$ cat src/rtl/jogo_pkg.sv
// Shared game definitions: screen size, projectile FSM states and the box
// overlap test used by both enemy and player shot logic.
package jogo_pkg;

  localparam int LARGURA_TELA = 640;
  localparam int ALTURA_TELA  = 480;

  typedef enum logic [1:0] {ESPERA, VOO, ACERTO} estado_tiro_t;

  // Strict AABB overlap; callers zero-extend to 11 bits so sums never wrap.
  function automatic logic aabb_overlap(
    input logic [10:0] ax, ay, aw, ah,
    input logic [10:0] bx, by, bw, bh
  );
    return (ax < bx + bw) && (bx < ax + aw) && (ay < by + bh) && (by < ay + ah);
  endfunction

endpackage

$ cat src/rtl/tiro_inimigo_gerador_tick.sv
// Movement tick divider: one-cycle pulse every DIV clocks, frozen by pausa.
module gerador_tick #(
  parameter int DIV = 2500000
) (
  input  logic CLOCK_50,
  input  logic resetInimigo,
  input  logic pausa,
  output logic tick
);

  localparam int W = (DIV > 1) ? $clog2(DIV) : 1;
  localparam logic [W-1:0] TERM = W'(DIV - 1);

  logic [W-1:0] cnt_q;

  assign tick = !pausa && (cnt_q == TERM);

  always_ff @(posedge CLOCK_50 or posedge resetInimigo) begin
    if (resetInimigo)  cnt_q <= '0;
    else if (!pausa)   cnt_q <= (cnt_q == TERM) ? '0 : cnt_q + 1'b1;
  end

endmodule

$ cat src/rtl/tiro_inimigo.sv
// Enemy projectile engine: periodic downward shot, player hit detection.
// Define TIRO_INIMIGO_MIRA_EN to make the shot drift toward the player.
module tiro_inimigo
  import jogo_pkg::*;
#(
  parameter int TICK_DIV        = 2500000,
  parameter int PASSO           = 10,
  parameter int INTERVALO_TICKS = 40,
  parameter int LARG_TIRO       = 4,
  parameter int ALT_TIRO        = 10
) (
  input  logic       CLOCK_50,
  input  logic       resetInimigo,
  input  logic       pausa,
  input  logic [9:0] inimigo_x,
  input  logic [9:0] inimigo_y,
  input  logic [9:0] inimigo_largura,
  input  logic [9:0] inimigo_altura,
  input  logic       inimigo_vivo,
  input  logic [9:0] jogador_x,
  input  logic [9:0] jogador_y,
  input  logic [9:0] jogador_largura,
  input  logic [9:0] jogador_altura,
  input  logic       acerto_ack,
  output logic [9:0] tiro_x,
  output logic [9:0] tiro_y,
  output logic [9:0] tiro_largura,
  output logic [9:0] tiro_altura,
  output logic       tiro_ativo,
  output logic       acerto
);

  localparam int CW = (INTERVALO_TICKS > 1) ? $clog2(INTERVALO_TICKS) : 1;
  localparam logic [CW-1:0] INT_TERM = CW'(INTERVALO_TICKS - 1);
  localparam logic [10:0]   MEIA_L   = 11'(LARG_TIRO / 2);

  estado_tiro_t  estado_q;
  logic [CW-1:0] cnt_int_q;
  logic [9:0]    tiro_x_q, tiro_y_q;
  logic          tiro_ativo_q, acerto_q;

  logic          tick;
  logic [10:0]   centro, y_next;
  logic [9:0]    lanc_x_d, lanc_y_d, tiro_x_d;
  logic          sobrepoe;

  gerador_tick #(.DIV(TICK_DIV)) u_tick (
    .CLOCK_50    (CLOCK_50),
    .resetInimigo(resetInimigo),
    .pausa       (pausa),
    .tick        (tick)
  );

  always_comb begin
    centro   = {1'b0, inimigo_x} + ({1'b0, inimigo_largura} >> 1);
    lanc_x_d = (centro < MEIA_L) ? '0 : 10'(centro - MEIA_L);
    lanc_y_d = inimigo_y + inimigo_altura;
    y_next   = {1'b0, tiro_y_q} + 11'(PASSO);
    sobrepoe = aabb_overlap({1'b0, tiro_x_q}, {1'b0, tiro_y_q}, 11'(LARG_TIRO), 11'(ALT_TIRO),
                            {1'b0, jogador_x}, {1'b0, jogador_y},
                            {1'b0, jogador_largura}, {1'b0, jogador_altura});
  end

`ifdef TIRO_INIMIGO_MIRA_EN
  localparam logic [10:0] X_MAX = 11'(LARGURA_TELA - LARG_TIRO);
  logic [10:0] alvo_sum, alvo, tx, tx_n;

  // Step 2 px toward the player's centre, landing exactly on it.
  always_comb begin
    alvo_sum = {1'b0, jogador_x} + ({1'b0, jogador_largura} >> 1);
    alvo     = (alvo_sum < MEIA_L) ? '0 : alvo_sum - MEIA_L;
    if (alvo > X_MAX) alvo = X_MAX;
    tx   = {1'b0, tiro_x_q};
    tx_n = tx;
    if (tx < alvo)      tx_n = (alvo - tx >= 11'd2) ? tx + 11'd2 : alvo;
    else if (tx > alvo) tx_n = (tx - alvo >= 11'd2) ? tx - 11'd2 : alvo;
    if (tx_n > X_MAX)   tx_n = X_MAX;
    tiro_x_d = tx_n[9:0];
  end
`else
  always_comb tiro_x_d = tiro_x_q;
`endif

  always_ff @(posedge CLOCK_50 or posedge resetInimigo) begin
    if (resetInimigo) begin
      estado_q     <= ESPERA;
      cnt_int_q    <= '0;
      tiro_x_q     <= '0;
      tiro_y_q     <= '0;
      tiro_ativo_q <= 1'b0;
      acerto_q     <= 1'b0;
    end else begin
      case (estado_q)
        ESPERA: if (tick) begin
          // Saturate at the terminal count until the enemy is alive.
          if (cnt_int_q != INT_TERM) cnt_int_q <= cnt_int_q + 1'b1;
          else if (inimigo_vivo) begin
            tiro_x_q     <= lanc_x_d;
            tiro_y_q     <= lanc_y_d;
            cnt_int_q    <= '0;
            tiro_ativo_q <= 1'b1;
            estado_q     <= VOO;
          end
        end
        VOO: begin
          if (sobrepoe) begin
            estado_q     <= ACERTO;
            acerto_q     <= 1'b1;
            tiro_ativo_q <= 1'b0;
          end else if (tick) begin
            if (y_next >= 11'(ALTURA_TELA)) begin
              estado_q     <= ESPERA;
              tiro_ativo_q <= 1'b0;
            end else begin
              tiro_y_q <= y_next[9:0];
              tiro_x_q <= tiro_x_d;
            end
          end
        end
        ACERTO: if (acerto_ack) begin
          estado_q  <= ESPERA;
          acerto_q  <= 1'b0;
          cnt_int_q <= '0;
        end
        default: estado_q <= ESPERA;
      endcase
    end
  end

  assign tiro_x       = tiro_x_q;
  assign tiro_y       = tiro_y_q;
  assign tiro_largura = 10'(LARG_TIRO);
  assign tiro_altura  = 10'(ALT_TIRO);
  assign tiro_ativo   = tiro_ativo_q;
  assign acerto       = acerto_q;

endmodule

$ cat config.mk
export PLATFORM = sky130hd
export DESIGN_NAME = tiro_inimigo
export DESIGN_NICKNAME = d
export VERILOG_FILES = /design/src/rtl/jogo_pkg.sv /design/src/rtl/tiro_inimigo_gerador_tick.sv /design/src/rtl/tiro_inimigo.sv
export SDC_FILE = /design/constraint.sdc
export NUM_CORES = 1
export LEC_CHECK = 0
export CAP_MARGIN = 20
export CELL_PAD_IN_SITES_DETAIL_PLACEMENT = 1
export CELL_PAD_IN_SITES_GLOBAL_PLACEMENT = 1
export CORE_UTILIZATION = 35
export CTS_CLUSTER_DIAMETER = 200
export DETAILED_ROUTE_END_ITERATION = 10
export PLACE_DENSITY_LB_ADDON = 0.1
export SYNTH_ARGS = -nofsm -noshare
export SYNTH_HDL_FRONTEND = slang
export SYNTH_HIERARCHICAL = 1
export SYNTH_SLANG_ARGS = --single-unit
$ cat constraint.sdc
create_clock -name CLOCK_50 -period 3.25 [get_ports CLOCK_50]
set_input_delay 0.325 -clock CLOCK_50 [delete_from_list [all_inputs] [get_ports CLOCK_50]]
set_output_delay 0.325 -clock CLOCK_50 [all_outputs]
set_load 0.05 [all_outputs]
==> results of run 1 <==
[critical path, stage by stage]
cell,delay (ns)
buf_8,0.10
ha_4,0.16
fa_2,0.35
a21oi_2,0.18
o21ai_2,0.09
o21a_1,0.20
o21ai_2,0.15
nand2b_1,0.10
a21oi_2,0.14
xor2_1,0.09
ha_1,0.31
o2111a_1,0.18
a221o_1,0.14
o211ai_1,0.15
a41o_2,0.38
or3_1,0.38
a32o_1,0.26
[stage by stage]
stage | setup slack (ns) | instance area (um^2) | instances | TNS, ns | hold WS, ns
2_1_floorplan | -0.119 | 5510 | 631 | -0.383 | 0.314
3_3_place_gp | -0.807 | 7150 | 964 | -10.64 | 0.464
3_5_place_dp | -0.952 | 7150 | 964 | -12.97 | 0.486
4_1_cts | -0.185 | 7530 | 989 | -1.51 | 0.484
5_1_grt | -0.429 | 7620 | 989 | -4.11 | 0.515
6_report | -0.266 | 7620 | 989 | -1.87 | 0.474
[worst paths after layout]
kind / start / to / slack (ns) / cells after the start
setup / recovery: jogador_largura[0] / tiro_y[7] / -0.27 / 17
hold / removal: resetInimigo / acerto / 0.47 / 3
setup reg to reg: tiro_y[2] / tiro_y[7] / -0.01 / 11
hold reg to reg: u_tick/cnt_q[21] / u_tick/cnt_q[21] / 0.49 / 1
max in group asynchronous: resetInimigo / u_tick/cnt_q[4] / 2.18 / 2
min in group CLOCK_50: u_tick/cnt_q[21] / u_tick/cnt_q[21] / 0.49 / 1
[logic make-up after synthesis]
family | after synthesis | synth area share
compound gates | 153 | 0.188
flops | 52 | 0.242
xor+xnor | 65 | 0.107
fa+ha+maj | 83 | 0.198
mux | 8 | 0.0158
buf+inv | 61 | 0.0567
simple gates | 189 | 0.191
other cells | 2 | 0.00139
[cell usage after synthesis, types with 3 or more instances]
cell,n,area share
a21o_1,22,0.031
a31oi_1,7,0.0081
nor2b_1,5,0.0058
xnor2_1,46,0.075
o31ai_1,10,0.014
o211ai_1,5,0.0070
o21ai_0,26,0.024
inv_1,33,0.023
nand3_1,23,0.021
o21ai_1,7,0.0065
dfrtp_1,52,0.24
nand2_1,38,0.026
nand2b_1,9,0.010
o21a_1,3,0.0042
or3_1,5,0.0058
a211oi_1,7,0.0098
buf_4,20,0.028
nand4_1,15,0.017
a21oi_1,34,0.032
o22ai_1,3,0.0035
nor2_1,47,0.033
nor3_1,9,0.0084
a31o_2,3,0.0049
mux2i_1,4,0.0074
or2_1,3,0.0035
ha_1,79,0.18
clkbuf_1,6,0.0042
fa_1,4,0.015
xor2_1,18,0.029
and2_1,4,0.0046
and3_1,10,0.012
[layout make-up]
class	count	area, um^2	area share
inverters	34	128	0.0168
well taps	184	230	0.0302
flip-flops and latches	52	1300	0.171
multi-input cells	518	4110	0.539
repair buffers	193	1710	0.224
clock buffers	5	125	0.0164
clock inverters	3	21.3	0.00279
[flip-flops by register name, summed over array words and instances, names as in the netlist]
| name | flops |
|---|---|
| estado_q | 2 |
| cnt_int_q | 6 |
| tiro_ativo | 1 |
| u_tick/cnt_q | 22 |
| tiro_x | 10 |
| tiro_y | 10 |
| acerto | 1 |
[what timing repair did]
item	in CTS	in global routing
gates resized for setup	63	22
pin swaps	40	14
setup endpoints to repair	13	20
setup buffers	17	1
[where the power goes]
| group | switching, mW | total, mW | leakage [nW] | internal [mW] |
|---|---|---|---|---|
| Sequential | 0.0464 | 0.736 | 0.698 | 0.690 |
| Combinational | 0.446 | 0.896 | 2.72 | 0.449 |
| Clock | 0.257 | 0.544 | 0.0702 | 0.288 |
| Total | 0.750 | 2.18 | 3.49 | 1.43 |
[layer usage]
layer / part of all wire / up-vias / track usage
li1: - / 2573 / -
met1: 0.42 / 2565 / 0.231
met3: 0.031 / 12 / 0.0276
met4: 0.0091 / 0 / 0.0461
met5: 0 / - / 0
met2: 0.54 / 87 / 0.394
==> run metrics, run 1 <==
status=complete, but fails checks; failing checks=setup timing; crit path kind=input port to register; CTS max path bufs=2; dpl hpwl=12.9 mm; slew at the pin closest to its max-slew limit=0.891 ns; CTS tree=done; endpoints failing hold=0; largest net degree at the start of global routing=31; Vias=5237; Layout area overhead=41.4%; boundary pin count=127; H-tree depth=2; clock tree sinks=52; CTS Hold Bufs=0; Clk Latency, worst-skew pair=0.30 ns; PortBufs=105; cts bufs inserted=5; DRT Pass-1 Iters=4; RSZ-0062 raised after global routing=true; final core utilization=0.516; commonest non-fill, non-tap cell in the layout=clkdlybuf4s50_1; CP Data Required Time=3.43 ns; Synth Flop Type=dfrtp_1; Chip Width=126 um; die area=0.0159 mm^2; total gr overflow=0; Inserted Diodes=0; Cell Rows=44; fin worst setup slack=-0.266 ns; hold crit path type=input port to asynchronous set/reset pin; max-slew violations=0; layout cells sized above 1=0.201; Peak supply drop=0.000215 V; critical path arrival=3.69 ns; Layout fillers=1742; Syn Inst Count=613; ys async rst share=1.00; Post-synth EDFFs=0; Max Clock Skew=0.00870 ns; Initial Utilization=0.365; Startpoint Class=input port; synthesized area=0.00539 mm^2; crit path max fanout=5; Total Wirelength=16.1 mm; first-pass GRT wire length=26.5 mm; initial DRC count=167; initial antenna violation count=0; Max Cap Viol=0; GPL Wtd Cong=0.813; yosys warns=6; routed wire length per instance=16.3 um; post-synthesis sequential area ratio=0.242; root buf cell=clkbuf_16; post-route ant nets=0; number of global-route vias before repair=5677; CP Capture Type=register; total track usage=0.203; chip height=126 um; post-layout min period=3.52 ns; Fmax=284 MHz; register clock-pin slew on the reported worst setup and hold paths=0.07 ns; Slew HR=0.404; flops & latches, synth=52; static leakage=3.49 nW; Remaining DRCs=0; Via density=5.30; period utilisation layout=1.08; most frequent cells in the layout=clkdlybuf4s50_1 (89), buf_4 (83), ha_1 (71), dfrtp_1 (52), nor2_1 (46); Final Power=2.18 mW; Final setup viols=13; Pwr Density=286 mW/mm^2; core region area=0.0148 mm^2; number of library cell types mapped by synthesis=71; Post-Synthesis Mean Instance Area=8.78 um^2; Final nets=972
(Power assumes the default switching activity.)
==> inputs of run 2 (changes only) <==
==> constraint.sdc (replaced) <==
create_clock -name CLOCK_50 -period 3.25 [get_ports CLOCK_50]
set_input_delay 0.4875 -clock CLOCK_50 [delete_from_list [all_inputs] [get_ports CLOCK_50]]
set_output_delay 0.4875 -clock CLOCK_50 [all_outputs]
set_load 0.05 [all_outputs]
==> run 2 against run 1 <==
The flow still finishes with violations (setup timing). Non-clock buffer count up 1. Critical path depth up 2. Final cell count up 0.10%. First-iteration DRC count down 31%. Die area unchanged. Setup slack worse by 0.075 ns. Clock power up 2%. Fmax down 2.1%. Highest routed layer unchanged.
==> run metrics, run 2 (synthesized netlist as in run 1, its figures left out) <==
status=complete, but fails checks; failing checks=setup timing; endpoints failing hold=0 (unchanged); CTS tree=done; total track usage=0.202 (-0.000528); Via density=5.23 (-1.3%); register clock-pin slew on the reported worst setup and hold paths=0.07 ns (about the same); Slew HR=0.452 (+0.0478); period utilisation layout=1.10 (+0.0230); layout cells sized above 1=0.199 (-0.00273); hold crit path type=register to register; Chip Width=126 um (unchanged); Pwr Density=287 mW/mm^2 (+0.29%); clock tree sinks=52 (unchanged); boundary pin count=127 (unchanged); CTS max path bufs=2 (unchanged); Vias=5174 (-1.2%); Peak supply drop=0.000194 V (-9.8%); die area=0.0159 mm^2 (unchanged); root buf cell=clkbuf_16; Final setup viols=13 (unchanged); Clk Latency, worst-skew pair=0.30 ns (about the same); crit path kind=input port to register; slew at the pin closest to its max-slew limit=0.821 ns (-0.0699 ns); R2R Setup Slk=0.06 ns (+0.07 ns); commonest non-fill, non-tap cell in the layout=clkdlybuf4s50_1; routed wire length per instance=15.9 um (-2.3%); Max Cap Viol=0 (unchanged); CP Capture Type=register; critical path arrival=3.83 ns (+0.14 ns); largest net degree at the start of global routing=31 (unchanged); Initial Utilization=0.365 (unchanged); Min-Delay Startpoint=u_tick/cnt_q[21]; CP Data Required Time=3.48 ns (+0.05 ns); PortBufs=105 (unchanged); Layout fillers=1751 (+0.52%); most frequent cells in the layout=clkdlybuf4s50_1 (89), buf_4 (87), ha_1 (71), dfrtp_1 (52), nor2_1 (46); DRT Pass-1 Iters=4 (unchanged); first-pass GRT wire length=26.0 mm (-2.0%); static leakage=3.49 nW (-0.16%); initial DRC count=116 (-31%); crit path max fanout=4 (-1); Largest Register=u_tick/cnt_q; post-route ant nets=0 (unchanged); hold path depth=1; cts bufs inserted=5 (unchanged); Total Wirelength=15.8 mm (-2.2%); fin worst setup slack=-0.340 ns (-0.0746 ns); core region area=0.0148 mm^2 (unchanged); r2r endpoint=tiro_y[2]; max reg flops=22 (unchanged); Cell Rows=44 (unchanged); Max Clock Skew=0.00545 ns (-0.00324 ns); H-tree depth=2 (unchanged); dpl hpwl=12.9 mm (-0.35%); Layout area overhead=40.7%; setup TNS=-3.73 ns (-1.86 ns); WHS Endpoint=u_tick/cnt_q[21]; RSZ-0062 raised after global routing=true; initial antenna violation count=0 (unchanged); post-layout min period=3.59 ns (+0.0746 ns); CTS Hold Bufs=0 (unchanged); max-slew violations=0 (unchanged); Place WS=-1.07 ns (-0.114 ns); Inserted Diodes=0 (unchanged); chip height=126 um (unchanged); Critical R2R Launch=tiro_y[2]; total gr overflow=0 (unchanged); number of global-route vias before repair=5499 (-3.1%); Final nets=973 (+0.10%); Startpoint Class=input port; GPL Wtd Cong=0.789 (-3.0%); Fmax=279 MHz (-2.1%); R2R depth=11 (unchanged); Remaining DRCs=0 (unchanged)
## run 2: changes by cell type in the layout (fill, tap and decap cells not counted), moves of 2 or more
| cell | delta |
|---|---|
| buf_4 | +4 |
| o21ai_1 | +2 |
| a211oi_2 | -2 |
| buf_6 | -3 |
| o21ai_2 | -2 |
| clkinv_4 | +2 |
| a211oi_1 | +2 |
## run 2: how the worst max path moves through the flow
| stage | from | endpoint | slack, ns | depth (start not counted) |
|---|---|---|---|---|
| global placement | jogador_y[0] | tiro_y[2] | -0.96 | 16 |
| finish | jogador_x[0] | estado_q[1] | -0.34 | 19 |
| detailed placement | jogador_x[0] | tiro_y[2] | -1.07 | 17 |
| floorplan | jogador_x[0] | tiro_y[8] | -0.28 | 16 |
| global route | jogador_x[0] | tiro_y[7] | -0.48 | 17 |
| CTS | jogador_largura[0] | acerto | -0.29 | 18 |
## run 2: layout make-up
cell class / count / area (um^2) / share of cell area
Multi-Input combinational cell: 518 / 4070 / 0.537
Timing Repair Buffer: 194 / 1700 / 0.225
Sequential cell: 52 / 1300 / 0.172
Tap cell: 184 / 230 / 0.0304
Inverter: 34 / 128 / 0.0168
Clock buffer: 5 / 125 / 0.0165
Clock inverter: 3 / 26.3 / 0.00347
## run 2: repair_timing
action | in CTS | in global routing
setup buffers | 7 | 2
hold endpoints to repair | 0 | 0
gates resized for setup | 66 | 8
endpoints found under the setup margin | 23 | 23
pin swaps | 44 | 18
## run 2: worst max-delay path: stages
cell      delay, ns
buf_8          0.10
ha_4           0.15
fa_2           0.37
a21oi_2        0.18
buf_4          0.13
buf_4          0.09
buf_4          0.10
o21ai_1        0.06
nand2b_1       0.07
ha_1           0.24
a21o_1         0.19
a211oi_1       0.21
o21ai_1        0.11
a221o_1        0.35
o211ai_1       0.17
buf_4          0.17
nand4_1        0.22
or2_1          0.34
o21ai_1        0.08
## run 2: report_power, final
part	leakage, nW	switching, mW	internal (mW)
registers	0.698	0.0471	0.690
clock network	0.0744	0.264	0.292
logic	2.71	0.435	0.444
## run 2: metal layers
layer / share of wire / vias to the layer above / GRT usage
li1: - / 2581 / -
met1: 0.43 / 2482 / 0.232
met2: 0.52 / 101 / 0.388
met3: 0.038 / 10 / 0.0310
met4: 0.011 / 0 / 0.0468
met5: 0 / - / 0
## run 2: per-stage QoR
step / instances / total power, mW / hold WS [ns] / util / cell area, um^2
floorplan: 631 / 1.27 / 0.441 / - / 5510
global placement: 973 / 1.56 / 0.467 / 0.489 / 7210
detailed placement: 973 / 1.59 / 0.487 / 0.489 / 7210
CTS: 988 / 2.19 / 0.498 / 0.512 / 7550
global route: 990 / 2.31 / 0.511 / 0.514 / 7580
finish: 990 / 2.17 / 0.495 / 0.514 / 7580
==> inputs of run 3 (changes only) <==
--- a/config.mk
+++ b/config.mk
@@ -9,7 +9,7 @@
 export CELL_PAD_IN_SITES_DETAIL_PLACEMENT = 1
 export CELL_PAD_IN_SITES_GLOBAL_PLACEMENT = 1
 export CORE_UTILIZATION = 35
-export CTS_CLUSTER_DIAMETER = 200
+export CTS_CLUSTER_DIAMETER = 80
 export DETAILED_ROUTE_END_ITERATION = 10
 export PLACE_DENSITY_LB_ADDON = 0.1
 export SYNTH_ARGS = -nofsm -noshare
==> results of run 3 <==
The final DEF is identical to that of run 2; final timing and power are the same.
